[src/rtl/int_ctrl.sv]
// Four-source interrupt controller: synchronizes raw requests, latches them as pending,
// and dispatches one fixed-priority request at a time through fetch's ack and the rti return.
module int_ctrl #(
  parameter int NUM_IRQ = 4
) (
  input  logic               clk,
  input  logic               reset,
  input  logic [NUM_IRQ-1:0] irq_src,
  input  logic [NUM_IRQ-1:0] interrupt_taken,
  input  logic               rti,
  input  logic               reg_we,
  input  logic [1:0]         reg_addr,
  input  logic [31:0]        reg_wdata,
  output logic [31:0]        reg_rdata,
  output logic [NUM_IRQ-1:0] int_req,
  output logic               irq_busy
);

  typedef enum logic [1:0] {
    IDLE       = 2'b00,
    ISSUE      = 2'b01,
    WAIT_TAKEN = 2'b10,
    IN_SERVICE = 2'b11
  } state_e;

  localparam logic [1:0] ADDR_MASK   = 2'd0;
  localparam logic [1:0] ADDR_PEND   = 2'd1;
  localparam logic [1:0] ADDR_MODE   = 2'd2;
  localparam logic [1:0] ADDR_STATUS = 2'd3;

  state_e               state_q, state_d;
  logic [NUM_IRQ-1:0]   s1_q, s2_q, s2d_q;
  logic [NUM_IRQ-1:0]   pend_q, pend_d;
  logic [NUM_IRQ-1:0]   mask_q, mask_d;
  logic [NUM_IRQ-1:0]   mode_q, mode_d;
  logic [NUM_IRQ-1:0]   active_q, active_d;
  logic [NUM_IRQ-1:0]   int_req_q, int_req_d;

  logic [NUM_IRQ-1:0]   edge_det;
  logic [NUM_IRQ-1:0]   set_vec;
  logic [NUM_IRQ-1:0]   w1c_vec;
  logic [NUM_IRQ-1:0]   ack_vec;
  logic [NUM_IRQ-1:0]   eligible;
  logic [NUM_IRQ-1:0]   winner;

  logic unused_wdata;
  assign unused_wdata = ^reg_wdata[31:NUM_IRQ];

  // Edge mode sets on the rising edge only; level mode sets every cycle the line is high.
  assign edge_det = s2_q & ~s2d_q;
  assign set_vec  = (mode_q & edge_det) | (~mode_q & s2_q);
  assign eligible = pend_q & mask_q;

  always_comb begin
    winner = '0;
    for (int i = NUM_IRQ - 1; i >= 0; i--) begin
      if (eligible[i]) begin
        winner    = '0;
        winner[i] = 1'b1;
      end
    end
  end

  always_comb begin
    mask_d  = mask_q;
    mode_d  = mode_q;
    w1c_vec = '0;
    if (reg_we) begin
      case (reg_addr)
        ADDR_MASK: mask_d  = reg_wdata[NUM_IRQ-1:0];
        ADDR_PEND: w1c_vec = reg_wdata[NUM_IRQ-1:0];
        ADDR_MODE: mode_d  = reg_wdata[NUM_IRQ-1:0];
        default:   ;
      endcase
    end
  end

  // int_req_d is only loaded on the IDLE->ISSUE transition, so the registered pulse
  // lines up exactly with the ISSUE cycle.
  always_comb begin
    state_d   = state_q;
    active_d  = active_q;
    int_req_d = '0;
    ack_vec   = '0;
    case (state_q)
      IDLE: begin
        if (|eligible) begin
          active_d  = winner;
          int_req_d = winner;
          state_d   = ISSUE;
        end
      end
      ISSUE: begin
        state_d = WAIT_TAKEN;
      end
      WAIT_TAKEN: begin
        if (interrupt_taken == active_q) begin
          ack_vec = active_q;
          state_d = IN_SERVICE;
        end
      end
      IN_SERVICE: begin
        if (rti) begin
          active_d = '0;
          state_d  = IDLE;
        end
      end
      default: begin
        state_d  = IDLE;
        active_d = '0;
      end
    endcase
  end

  // A new set in the same cycle as a clear must survive.
  assign pend_d = (pend_q & ~(w1c_vec | ack_vec)) | set_vec;

  always_ff @(posedge clk) begin
    if (reset) begin
      state_q   <= IDLE;
      s1_q      <= '0;
      s2_q      <= '0;
      s2d_q     <= '0;
      pend_q    <= '0;
      mask_q    <= '0;
      mode_q    <= '1;
      active_q  <= '0;
      int_req_q <= '0;
    end else begin
      state_q   <= state_d;
      s1_q      <= irq_src;
      s2_q      <= s1_q;
      s2d_q     <= s2_q;
      pend_q    <= pend_d;
      mask_q    <= mask_d;
      mode_q    <= mode_d;
      active_q  <= active_d;
      int_req_q <= int_req_d;
    end
  end

  always_comb begin
    reg_rdata = '0;
    case (reg_addr)
      ADDR_MASK:   reg_rdata = {{(32-NUM_IRQ){1'b0}}, mask_q};
      ADDR_PEND:   reg_rdata = {{(32-NUM_IRQ){1'b0}}, pend_q};
      ADDR_MODE:   reg_rdata = {{(32-NUM_IRQ){1'b0}}, mode_q};
      ADDR_STATUS: reg_rdata = {{(28-NUM_IRQ){1'b0}}, state_q, 2'b00, active_q};
      default:     reg_rdata = '0;
    endcase
  end

  assign int_req  = int_req_q;
  assign irq_busy = (state_q != IDLE);

endmodule

[config.mk]
export PLATFORM = sky130hd
export DESIGN_NAME = int_ctrl
export DESIGN_NICKNAME = d
export VERILOG_FILES = /design/src/rtl/int_ctrl.sv
export SDC_FILE = /design/constraint.sdc
export NUM_CORES = 1
export LEC_CHECK = 0
export BUFFER_PORTS_ARGS = -buffer_cell sky130_fd_sc_hd__buf_2
export CAP_MARGIN = 20
export CORE_MARGIN = 5
export CORE_UTILIZATION = 49
export DETAILED_ROUTE_END_ITERATION = 7
export HOLD_SLACK_MARGIN = 0.06
export PLACE_DENSITY = 0.93
export SKIP_LAST_GASP = 1
export SYNTH_ARGS = -nofsm -noshare
export SYNTH_HDL_FRONTEND = slang
export SYNTH_SLANG_ARGS = --single-unit
[constraint.sdc]
create_clock -name clk -period 2 [get_ports clk]
set_input_delay 0.4 -clock clk [delete_from_list [all_inputs] [get_ports clk]]
set_output_delay 0.4 -clock clk [all_outputs]
set_load 0.005 [all_outputs]
==> flow_metrics.tcl <==
set metrics [dict create \
    outcome "completed" \
    netlist_area_um2 1660 \
    finalWirelength_um 3180 \
    dp_hpwl_um 2340 \
    synthTopCellsByCount "34 x dfxtp_1, 26 x buf_4, 23 x nand2_1, 12 x nor2b_1" \
    cts.repair.resized 0 \
    skew_ns 0.00683 \
    rsz0062_at_grt "no" \
    initial_core_util 0.501 \
    yosysUniqueCellTypes 35 \
    via_count 1209 \
    grt_overflow 0 \
    synth_warnings 0 \
    multi_input_area_um2 833 \
    synthTopCellsByArea "dfxtp_1 41%, buf_4 12%, mux2i_1 6.0%" \
    syn_inst 173 \
    wl_per_cell_um 12.8 \
    drive_gt1_frac 0.207 \
    startpoint_type "flop" \
    fin_crit_sh 0.876 \
    setup_viol_count_final 0 \
    root_buffer "clkbuf_4" \
    regArea_um2 681 \
    drt_iter0_markers 182 \
    grt.total_usage 0.141 \
    antenna_cells 0 \
    clockBufferDepth 2 \
    rows 21 \
    synth_most_common_cell "dfxtp_1" \
    synth_edf_count 0 \
    htree_num_levels 2 \
    viasPerCell 4.86 \
    grt_pass1_vias 1044 \
    finalInstanceArea_um2 1790 \
    peakVddDrop_mv 0.495 \
    critPathKind "reg2out" \
    clkSinkCount 34 \
    grt_pass1_wl_um 4780 \
    synth_top_area_cell "dfxtp_1" \
    p_leak_nw 0.842 \
    fillers 299 \
    core_area_um2 3310 \
    power_density_nw_per_um2 770 \
    path_max_fanout 5 \
    die_y_um 68.2 \
    synthArstFlopShare 0 \
    numPortBuffers 28 \
    max_slew.worst_pin.slew_ns 0.510 \
    postCtsHoldBufs 0 \
    cp.arrival_ns 1.35 \
    postCtsSetupRepairBufs 0 \
    drc_errors 0 \
    clkSlewWorstSetupHoldPaths_ns 0.09 \
    max_cap_violations 0 \
    die_w_um 68.2 \
    hp-class "in2reg" \
    synth_top_area_frac 0.411 \
    fin_nets 253 \
    finalHoldViolCount 0 \
    ant_nets 0 \
    avgSynthCellArea_um2 9.58 \
    dieArea_um2 4650 \
    crit_path_end_kind "output pin" \
    relSlewSlack 0.660 \
    gp_congestion 0.922 \
    ys_ff_latch 34 \
    fin_crit_ns 1.75 \
    pin_count 83 \
    syn2layout_area_growth_pct 7.77 \
    cp.required_ns 1.60 \
    cts_tree "built" \
    dr.pass1.iters 4 \
    ys.flop_type "dfxtp_1" \
    fmax_ghz 0.571 \
    synth-seq-area-share 0.411 \
    maxSlewViolCount 0 \
    cts-buffers-inserted 5 \
    antenna_found_initial 0 \
    place_area_um2 1740 \
    grt_max_degree 22 \
    insertion_delay_ns 0.33 \
    finalSetupTns_ns 0 \
]
## path summary, 6_finish.rpt
check / end / slack (ns) / start / cells after the start
worst max-delay path: reg_rdata[2] / 0.25 / active_q[2] / 2
worst min-delay path: s1_q[1] / 0.28 / irq_src[1] / 2
worst max register to register: active_q[3] / 0.42 / pend_q[0] / 4
worst min register to register: s2_q[0] / 0.43 / s1_q[0] / 1
## worst max-delay path, stage by stage, from the launching register on
cell and delay, ns:
dfxtp_1 0.38, mux4_2 0.50, buf_2 0.14
## flip-flops by register name, indices dropped and copies added (netlist names), 4 cells and up
name / cells
active_q: 4
int_req: 4
s1_q: 4
mode_q: 4
mask_q: 4
pend_q: 4
s2d_q: 4
s2_q: 4
## placed cells by master (no fill, tap or decap), types with 5 or more instances in the layout
cell type	count
nor2b_1	12
mux2i_1	10
clkbuf_4	5
inv_1	6
nor2_1	10
conb_1	26
buf_2	28
dfxtp_1	34
nand2_1	23
nand3_1	5
and3_1	6
## cell families after synthesis
family	synth area share
and+or+nand+nor	0.208
buffers and inverters	0.143
DFF	0.411
AOI/OAI and AO/OA	0.0679
muxes	0.117
adders and majority gates	0.0302
xor gates and xnor gates	0.0211
other	0.00226
## stage by stage
| stage | hold WS [ns] | cells | power [mW] | util | setup slack, ns |
|---|---|---|---|---|---|
| 2_1_floorplan | 0.414 | 198 | 0.996 | - | 0.440 |
| 3_3_place_gp | 0.415 | 242 | 1.04 | 0.526 | 0.284 |
| 3_5_place_dp | 0.420 | 242 | 1.05 | 0.526 | 0.271 |
| 4_1_cts | 0.270 | 249 | 1.38 | 0.540 | 0.241 |
| 5_1_grt | 0.277 | 249 | 1.46 | 0.540 | 0.220 |
| 6_report | 0.278 | 249 | 1.38 | 0.540 | 0.248 |
## cell type report
class,count,share of cell area
flip-flops and latches,34,0.381
clock buffers,7,0.0252
inverters,6,0.0126
repair buffers,29,0.0826
well taps,46,0.0322
multi-input cells,127,0.466
## where the power goes
part | switching, mW | leakage, nW | internal (mW)
sequential | 0.0236 | 0.277 | 0.710
combinational | 0.180 | 0.539 | 0.127
clock | 0.203 | 0.0254 | 0.132
## per-layer routing
metal,share of wire,up-vias,routed length (µm),GRT usage
met5,0,-,0,0
met4,0.017,0,55,0.0596
met3,0.12,9,383,0.0575
met2,0.48,72,1510,0.235
met1,0.39,533,1230,0.158
li1,-,595,-,-
Power figures use the tool's default switching activity.
